**src/rtl/cmd_sequencer.sv**
```systemverilog
// cmd_sequencer: on each frame request, reads one command word from a
// command RAM and hands it to the SPI engine through a valid/ready handshake.
// The read index walks the list and then either wraps to a loop point or
// ends the list with a done pulse.
// Optional feature: define CMD_SEQ_LOOP_COUNT_EN to implement the 16-bit
// completed-wrap counter on loop_count. Without it, loop_count reads zero.
module cmd_sequencer #(
    parameter int ADDR_W = 10,
    parameter int DATA_W = 16
) (
    input  logic              dataclk,
    input  logic              reset,
    input  logic              run,
    input  logic              frame_req,
    input  logic [ADDR_W-1:0] cmd_max_index,
    input  logic [ADDR_W-1:0] cmd_loop_index,
    input  logic              cmd_loop_en,
    output logic [ADDR_W-1:0] ram_addr,
    input  logic [DATA_W-1:0] ram_data,
    output logic [DATA_W-1:0] cmd_word,
    output logic              cmd_valid,
    input  logic              cmd_ready,
    output logic              busy,
    output logic              done,
    output logic              overrun,
    output logic [15:0]       loop_count
);

    typedef enum logic [1:0] {IDLE, FETCH, LATCH, PRESENT} state_t;

    state_t            state_q, state_d;
    logic [ADDR_W-1:0] idx_q, idx_d;
    logic [ADDR_W-1:0] ram_addr_q, ram_addr_d;
    logic [ADDR_W-1:0] max_q, max_d;
    logic [ADDR_W-1:0] loop_idx_q, loop_idx_d;
    logic              loop_en_q, loop_en_d;
    logic [DATA_W-1:0] cmd_word_q, cmd_word_d;
    logic              cmd_valid_q, cmd_valid_d;
    logic              done_q, done_d;
    logic              overrun_q, overrun_d;
`ifdef CMD_SEQ_LOOP_COUNT_EN
    logic [15:0]       loop_count_q, loop_count_d;
`endif

    // Next-state, list advance and output computation
    always_comb begin
        state_d     = state_q;
        idx_d       = idx_q;
        ram_addr_d  = ram_addr_q;
        max_d       = max_q;
        loop_idx_d  = loop_idx_q;
        loop_en_d   = loop_en_q;
        cmd_word_d  = cmd_word_q;
        cmd_valid_d = cmd_valid_q;
        done_d      = 1'b0;
        // A request that arrives mid-transaction is dropped, but remembered.
        overrun_d   = overrun_q | (frame_req && (state_q != IDLE));
`ifdef CMD_SEQ_LOOP_COUNT_EN
        loop_count_d = loop_count_q;
`endif
        case (state_q)
            IDLE: begin
                if (!run) begin
                    idx_d = '0;
                end else if (frame_req) begin
                    ram_addr_d = idx_q;
                    state_d    = FETCH;
                    // List configuration is frozen for the whole list so
                    // software can reprogram it while a list is running.
                    if (idx_q == '0) begin
                        max_d      = cmd_max_index;
                        loop_idx_d = cmd_loop_index;
                        loop_en_d  = cmd_loop_en;
                    end
                end
            end
            FETCH: begin
                state_d = LATCH;
            end
            LATCH: begin
                cmd_word_d  = ram_data;
                cmd_valid_d = 1'b1;
                state_d     = PRESENT;
            end
            PRESENT: begin
                if (cmd_ready) begin
                    cmd_valid_d = 1'b0;
                    state_d     = IDLE;
                    if (idx_q != max_q) begin
                        idx_d = idx_q + ADDR_W'(1);
                    end else if (loop_en_q) begin
                        // A loop point beyond the list end restarts the list.
                        idx_d = (loop_idx_q > max_q) ? '0 : loop_idx_q;
`ifdef CMD_SEQ_LOOP_COUNT_EN
                        loop_count_d = loop_count_q + 16'd1;
`endif
                    end else begin
                        idx_d  = '0;
                        done_d = 1'b1;
                    end
                end
            end
            default: begin
                state_d = IDLE;
            end
        endcase
    end

    // State and datapath registers with synchronous reset
    always_ff @(posedge dataclk) begin
        if (reset) begin
            state_q     <= IDLE;
            idx_q       <= '0;
            ram_addr_q  <= '0;
            max_q       <= '0;
            loop_idx_q  <= '0;
            loop_en_q   <= 1'b0;
            cmd_word_q  <= '0;
            cmd_valid_q <= 1'b0;
            done_q      <= 1'b0;
            overrun_q   <= 1'b0;
        end else begin
            state_q     <= state_d;
            idx_q       <= idx_d;
            ram_addr_q  <= ram_addr_d;
            max_q       <= max_d;
            loop_idx_q  <= loop_idx_d;
            loop_en_q   <= loop_en_d;
            cmd_word_q  <= cmd_word_d;
            cmd_valid_q <= cmd_valid_d;
            done_q      <= done_d;
            overrun_q   <= overrun_d;
        end
    end

`ifdef CMD_SEQ_LOOP_COUNT_EN
    // Completed-wrap counter, free-running modulo 2^16
    always_ff @(posedge dataclk) begin
        if (reset) begin
            loop_count_q <= 16'h0000;
        end else begin
            loop_count_q <= loop_count_d;
        end
    end

    assign loop_count = loop_count_q;
`else
    assign loop_count = 16'h0000;
`endif

    assign ram_addr  = ram_addr_q;
    assign cmd_word  = cmd_word_q;
    assign cmd_valid = cmd_valid_q;
    assign busy      = (state_q != IDLE);
    assign done      = done_q;
    assign overrun   = overrun_q;

endmodule

```
**config.mk**
```make
export PLATFORM = sky130hd
export DESIGN_NAME = cmd_sequencer
export DESIGN_NICKNAME = d
export VERILOG_FILES = /design/src/rtl/cmd_sequencer.sv
export SDC_FILE = /design/constraint.sdc
export NUM_CORES = 1
export LEC_CHECK = 0
export ABC_AREA = 0
export ABC_CLOCK_PERIOD_IN_PS = 2460
export CAP_MARGIN = 0
export CORE_AREA = 2 2 82 84
export CTS_BUF_LIST = sky130_fd_sc_hd__clkbuf_2 sky130_fd_sc_hd__clkbuf_4 sky130_fd_sc_hd__clkbuf_8
export DETAILED_ROUTE_END_ITERATION = 10
export DIE_AREA = 0 0 84 86
export PLACE_DENSITY = 0.92
export RECOVER_POWER = 50
export SYNTH_ARGS = -nofsm -noshare
export SYNTH_HDL_FRONTEND = slang
export SYNTH_SLANG_ARGS = --single-unit
```
**constraint.sdc**
```tcl
create_clock -name dataclk -period 2.46 [get_ports dataclk]
set_input_delay 0.369 -clock dataclk [delete_from_list [all_inputs] [get_ports dataclk]]
set_output_delay 0.369 -clock dataclk [all_outputs]
set_load 0.05 [all_outputs]
```
Word level (Yosys, flattened, before mapping)
Index checks and enable logic that the tools add are counted.
{"block": "word_totals", "register_bits": 62, "latch_bits": 0, "mem_bits_rw": 0, "romBits": 0, "in_bits": 42, "out_inout_bits": 46, "mem_count": 0}
{"block": "classes", "addsub": 1, "n_mul": 0, "div": 0, "order_cmp": 1, "n_eq_ne": 8, "shift": 0, "muxes": 13, "n_bitwise": 3, "reduce_logical": 12}
{"cell": "10-bit two-way mux", "n": 5}
{"cell": "10-bit one-hot mux with 2 select lines", "n": 1}
{"cell": "10-bit by 1-bit adder with 10-bit output (second input constant)", "n": 1}
{"cell": "10-bit greater-than comparator", "n": 1}
{"cell": "10-bit logical NOT", "n": 1}
{"cell": "10-bit inequality test", "n": 1}
{"cell": "3-bit AND reduction", "n": 3}
{"cell": "2-bit inequality test (second input constant)", "n": 4}
{"cell": "2-bit one-hot mux with 4 select lines", "n": 1}
{"cell": "2-bit two-way mux", "n": 3}
{"cell": "2-bit nonzero test", "n": 3}
{"cell": "2-bit equality test (second input constant)", "n": 2}
{"cell": "4-bit AND reduction", "n": 1}
{"cell": "4-bit OR reduction", "n": 1}
{"cell": "2-bit by 1-bit equality test with 1-bit output (second input constant)", "n": 1}
{"cell": "2-bit logical NOT", "n": 1}
{"cell": "1-bit two-way mux", "n": 2}
{"cell": "1-bit NOT", "n": 2}
{"cell": "1-bit one-hot mux with 2 select lines", "n": 1}
{"cell": "2-bit AND reduction", "n": 1}
{"cell": "1-bit logical AND", "n": 1}
{"cell": "1-bit bitwise OR", "n": 1}

Depth between registers and ports, before layout
Gate-level depths: netlist (run 1).
{"block": "logic_depth", "depth_word": 6, "depth_mapped": 8}

Worst setup path after synthesis (run 1)
Ideal clock, no wire load.
{"block": "synth_timing", "path_type": "reg2reg", "start": "register max_q[3]", "end": "register idx_q[0]", "setup_ns": 0.073, "t_arrival_ns": 1.998, "setup_slack_ns": 0.390, "path_stages_with_launch": 8, "n_path_buf": 0, "cell_sequence": "dfxtp_1 -> inv_1 -> ha_1 -> a21o_1 -> a21o_1 -> a2111o_1 -> a311o_4 -> o22ai_2"}
{"block": "synth_between", "elab_chain_cells": 6, "elab_cells_between_ends": 7, "cone_classes": "order compare: 1; eq/ne: 1; mux: 5"}
{"element": "from (decl)", "line": "34", "rtl": "logic [ADDR_W-1:0] max_q, max_d;"}
{"element": "from (signal assigned)", "line": "126", "rtl": "max_q <= max_d;"}
{"element": "10-bit greater-than comparator", "line": "93", "rtl": "idx_d = (loop_idx_q > max_q) ? '0 : loop_idx_q;"}
{"element": "10-bit two-way mux", "line": "93"}
{"element": "10-bit two-way mux", "line": "91", "rtl": "end else if (loop_en_q) begin"}
{"element": "10-bit two-way mux *", "line": "89", "rtl": "if (idx_q != max_q) begin"}
{"element": "10-bit two-way mux *", "line": "86", "rtl": "if (cmd_ready) begin"}
{"element": "10-bit one-hot mux with 2 select lines *", "line": "61", "rtl": "case (state_q)"}
{"element": "to (signal assigned)", "line": "124", "rtl": "idx_q <= idx_d;"}
{"element": "to (decl)", "line": "32", "rtl": "logic [ADDR_W-1:0] idx_q, idx_d;"}
Every way passes the cells marked *; elsewhere a longest branch is shown, timed or not. The select of a mux whose other input is x is not followed.
A chain may end at the register's enable or synchronous reset.

Worst setup path after layout (run 1)
{"block": "layout_timing", "start": "register max_q[3]", "end": "register idx_q[3]"}
Same word-level chain as after synthesis.

==> reports/qor.txt, run 1 <==
Clock Latency Late Sink: 0.34 ns
Worst Tran Pin Value: 1.20 ns
Prevailing post-synth register cell: dfxtp_1
Core area: 0.00628 mm^2
Starting Density: 47.9%
Clock power share: 26.0%
Internal: 2.10 mW
Endpoints failing setup: 0
Routed wl met2: 3310 um
Total negative slack: 0 ns
Die width: 84 um
Peak Freq: 455 MHz
DR DRC count: 0
Sequential share of the synthesized area: 41.3%
Initial antenna violation count: 0
Register bit total from synthesis: 62
Average cell area after synthesis: 8.79 um^2
Layout cells sized above 1: 6.24%
Dominant cells by area after synthesis: dfxtp_1 41%, mux2i_1 13%, nor2_1 6.4%
CTS Buf Count: 9
Post-synth cell types: 34
Combinational Power Share: 37.7%
Clock Tree Root: clkbuf_8
Full die area: 0.00722 mm^2
Vias per cell: 5.09
Sw Share: 38.2%
Placer Congestion: 0.863
I/O Pins: 88
EDFF count, synth: 0
PortBufs: 71
CTS clk-pin slew, worst paths: 0.07 ns
Hold WC Path Type: register to register
Commonest cells in the netlist: 62 x dfxtp_1, 51 x nor2_1, 38 x mux2i_1, 31 x nand2_1, 26 x inv_1
Async set or reset register ratio after synthesis: 0%
Inserted Diodes: 0
Die Height: 86 um
DR vias: 2514
LEAKAGE: 1.67 nW
Worst Path Max Fanout: 10
RSZ-0062 raised after global routing: no
CTS tree: built
Pre-CTS WS: 0.284 ns
Gate Count Post-Synth: 342
Top routing layer used: met4
Row Count: 29
Met3 WL: 421 um
Global-route wire length before repair: 11200 um
Share of the synthesized area in the top cell type: 41.3%
Clk sinks: 62
Hold Buf Count CTS: 0
Fin crit share: 89.3%
Worst setup margin: 0.264 ns
DP HPWL: 4900 um
Vias in the first global route: 2493
Max clock buf depth: 2
H-tree levels: 3
Routed wire length: 6630 um
YS warnings: 0
CP Launch Type: register
WL/cell: 13.4 um
Final Critical Period: 2.20 ns
Status: finished, final reports clean
Clock Skew: 0.00766 ns
Synth Cell Area: 0.00301 mm^2
Seq pwr share: 36.3%
Routed length on met1: 2810 um
Final hold vios: 0
CP Class: register to register
NumNets Final: 469
Critical Path RT: 2.72 ns
Area leader, netlist: dfxtp_1
Global Route Usage Sum: 19.2%
Total gr overflow: 0
Synth-to-layout area growth: 30.0%
Post-route ant nets: 0
Slew Viols, Final: 0
Max_slew headroom: 20.0%
Power Density: 869 mW/mm^2
Most frequent cell after synthesis: dfxtp_1
1st-pass router iterations: 4
Max Cap Violations: 0
CP Capture Type: register
P_sw: 1.30 mW
DRT iter0 DRCs: 206
Pin count of the biggest net entering global routing: 54
Arrival @ worst endpoint: 2.46 ns
Peak VDD IR: 0.536 mV
Power Total: 3.40 mW
## final timing paths
path,endpoint,slack (ns),cells past startpoint,start
worst max-delay path,idx_q[3],0.26,7,max_q[3]
worst min-delay path,ram_addr[9],0.45,2,ram_addr[9]
worst max register to register,idx_q[3],0.26,7,max_q[3]
worst min register to register,ram_addr[9],0.45,2,ram_addr[9]
## cell type report
type | count | area [um^2]
sequential | 62 | 1240
timing repair buffer | 77 | 749
tap | 77 | 96.3
clock buffer | 9 | 124
multi-input combinational | 236 | 1530
clock inverter | 7 | 75.1
fill | 518 | 2370
inverter | 26 | 97.6
## power groups by stage
stage	Clock [mW]	Combinational, mW	Sequential, mW
finish	0.884	1.28	1.23
global route	0.951	1.39	1.25
CTS	0.909	1.30	1.23
detailed placement	0	1.29	1.25
global placement	0	1.25	1.24
floorplan	0	0.771	1.42
## placed cells by master (no fill, tap or decap), types with 2 or more instances in the layout
master	n
mux2i_1	38
o21ai_0	3
nand3_1	5
clkdlybuf4s50_1	54
a32oi_1	3
o21ai_1	7
clkinvlp_4	3
nand2_1	31
xor2_1	5
nor2b_1	4
nor3b_1	2
dfxtp_1	62
nor4_1	3
clkinv_4	2
ha_1	15
clkbuf_8	9
xnor2_1	11
buf_4	5
o211ai_2	2
inv_1	26
a22oi_1	4
a21oi_1	15
nor2_1	51
a21o_1	2
conb_1	16
nand4_1	5
nand2b_1	2
nor3_1	4
dlygate4sd3_1	15
## worst max-delay path: stages, from the launching register on
cell	delay (ns)
dfxtp_1	0.37
inv_1	0.06
ha_1	0.30
a21o_1	0.18
a21o_1	0.16
a2111o_1	0.41
a311o_4	0.49
o211ai_2	0.16
## sequential cells by signal, summed over array words and instances, names as in the netlist
signal / count
loop_idx_q: 10
loop_en_q: 1
idx_q: 10
overrun: 1
cmd_valid: 1
ram_addr: 10
max_q: 10
state_q: 2
done: 1
cmd_word: 16
## metal layers
layer | GRT usage, % | vias to the layer above
met5 | 0 | -
met1 | 22.5 | 1164
met3 | 5.97 | 10
met2 | 32.8 | 90
li1 | - | 1250
met4 | 7.77 | 0
## logic make-up (layout without fill, tap and decap cells)
family	after synthesis	after routing	share of synthesized area (%)
XOR/XNOR	16	16	4.66
AND/OR/NAND/NOR	110	110	16.0
other	1	16	0.125
multiplexers	38	38	12.7
buffers and inverters	59	119	9.65
flip-flops	62	62	41.3
AO/OA/AOI/OAI	41	41	9.36
adder cells (fa/ha/maj)	15	15	6.24
## what timing repair did
action | 4_1_cts | 5_1_grt
buffers inserted | 0 | 0
gates resized for setup | 0 | 1
setup endpoints to repair | 0 | 1
## per-stage QoR
stage	instances	instance area [um^2]	hold WS [ns]	util [%]
4_1_cts	494	3920	0.458	62.4
5_1_grt	494	3910	0.467	62.3
3_3_place_gp	478	3720	0.444	59.2
2_1_floorplan	357	3060	0.420	-
3_5_place_dp	478	3720	0.448	59.2
6_report	494	3910	0.450	62.3
Note: power is estimated with default switching activity, not from simulation.
==> inputs of run 2 (changes only) <==
CORE_AREA = 2 2 72 74   (was 2 2 82 84)
CTS_CLUSTER_DIAMETER = 200   (was unset)
DIE_AREA = 0 0 74 76   (was 0 0 84 86)
DONT_BUFFER_PORTS = 1   (was unset)
PLACE_DENSITY = 0.9   (was 0.92)
SLEW_MARGIN = 20   (was unset)
==> reports/qor.txt, run 2 (same netlist as run 1, synthesis figures left out) <==
Global-route wire length before repair: 10000 um
Post-route ant nets: 0
R2R depth: 7
CP Launch Type: register
Starting Density: 61.2%
Clock Skew: 0.00633 ns
Inserted Diodes: 0
Power Density: 986 mW/mm^2
PortBufs: 0
Worst setup margin: 0.258 ns
Final hold vios: 0
Reg2Reg Launch Point: max_q[3]
1st-pass router iterations: 5
Setup Buffers After CTS: 0
Max_slew headroom: 21.3%
DP HPWL: 4450 um
RR Endpoint: idx_q[3]
Row Count: 26
Critical Path RT: 2.73 ns
Critical Path Start: max_q[3]
Number of flip-flops in the largest register: 16
Max clock buf depth: 2
Fillers: 380
CTS tree: built
DR vias: 2195
Initial antenna violation count: 0
CP Capture Type: register
Post-CTS sizing: 0
Final Instance Count excl. Fillers: 414
Clock Tree Root: clkbuf_8
Max Cap Violations: 0
Routed wire length: 5950 um
RSZ-0062 raised after global routing: no
Arrival @ worst endpoint: 2.47 ns
Global Route Usage Sum: 22.5%
Placer Congestion: 0.868
Total gr overflow: 0
Worst Path Max Fanout: 10
End of the critical path: idx_q[3]
LEAKAGE: 1.33 nW
Reg2reg setup slack: 0.26 ns
CP Class: register to register
Clock Latency Late Sink: 0.34 ns
Most frequent cells in the layout: 62 x dfxtp_1, 51 x nor2_1, 38 x mux2i_1
DRT iter0 DRCs: 89
Die Height: 76 um
H-tree levels: 3
WL/cell: 14.4 um
Die width: 74 um
Worst Tran Pin Value: 1.18 ns
CTS clk-pin slew, worst paths: 0.08 ns
Peak Freq: 454 MHz
Fin crit share: 89.5%
Final Critical Period: 2.20 ns
NumNets Final: 396
Layout cells sized above 1: 6.98%
Synth-to-layout area growth: 5.24%
Pin count of the biggest net entering global routing: 55
Slew Viols, Final: 0
Endpoints failing setup: 0
Hold WC Path Type: input port to register
Vias in the first global route: 2274
Status: finished, final reports clean
Core area: 0.00491 mm^2
Dpl cells: 398
Total negative slack: 0 ns
DR DRC count: 0
I/O Pins: 88
Hold Buf Count CTS: 0
Vias per cell: 5.30
Peak VDD IR: 0.749 mV
Most common library cell in the layout ignoring fill and taps: dfxtp_1
CTS Buf Count: 9
Pre-CTS WS: 0.286 ns
Full die area: 0.00562 mm^2
Clk sinks: 62
-- run 2: cell types whose count changed in the layout (fill, tap and decap cells not counted), sizes merged, moves of 2 or more --
| cell | previous run | this run |
|---|---|---|
| buf | 6 | 3 |
| clkdlybuf4s50 | 54 | 0 |
| clkinvlp | 3 | 1 |
| dlygate4sd3 | 15 | 0 |
| inv | 26 | 29 |
-- run 2: worst max-delay path: stages (launching register included) --
cell      delay [ns]
dfxtp_1         0.37
inv_1           0.06
ha_1            0.30
a21o_1          0.18
a21o_1          0.17
a2111o_1        0.41
a311o_4         0.49
o211ai_2        0.15
-- run 2: layout make-up --
| class | count | area (um^2) | area share [%] |
|---|---|---|---|
| tap | 70 | 87.6 | 2.77 |
| inverter | 26 | 97.6 | 3.08 |
| sequential | 62 | 1240 | 39.2 |
| multi-input combinational | 236 | 1530 | 48.4 |
| clock inverter | 7 | 56.3 | 1.78 |
| clock buffer | 9 | 124 | 3.91 |
| timing repair buffer | 4 | 26.3 | 0.830 |
-- run 2: worst min path at each step --
stage / slack (ns) / endpoint / startpoint / cells past startpoint
2_1_floorplan: 0.42 / done / loop_en_q / 1
3_3_place_gp: 0.44 / done / loop_en_q / 1
3_5_place_dp: 0.45 / done / loop_en_q / 1
4_1_cts: 0.08 / cmd_word[8] / reset / 1
5_1_grt: 0.07 / cmd_word[4] / reset / 1
6_report: 0.09 / cmd_word[5] / reset / 1
-- run 2: metrics by stage --
stage                     power [mW]  hold slack (ns)  cell area [um^2]  util (%)
after floorplan                 2.19            0.420              3060         -
after global placement          2.27            0.438              2990      60.8
after detailed placement        2.33            0.446              2990      60.8
after CTS                       3.14           0.0800              3170      64.5
after global routing            3.29           0.0732              3160      64.4
final                           3.12           0.0918              3160      64.4
-- run 2: layer usage --
layer  wire length [um]  GRT usage (%)  vias up
met3                501           8.07       11
met5                  0              0        -
met4                133           7.82        0
li1                   -              -     1110
met1               2550           28.1      983
met2               2760           35.4       91
-- run 2: power by group --
group | internal [mW] | leakage [nW] | switching [mW]
Sequential | 1.13 | 0.503 | 0.305
Clock | 0.377 | 0.0906 | 0.434
Combinational | 0.348 | 0.738 | 0.527
Total | 1.85 | 1.33 | 1.27
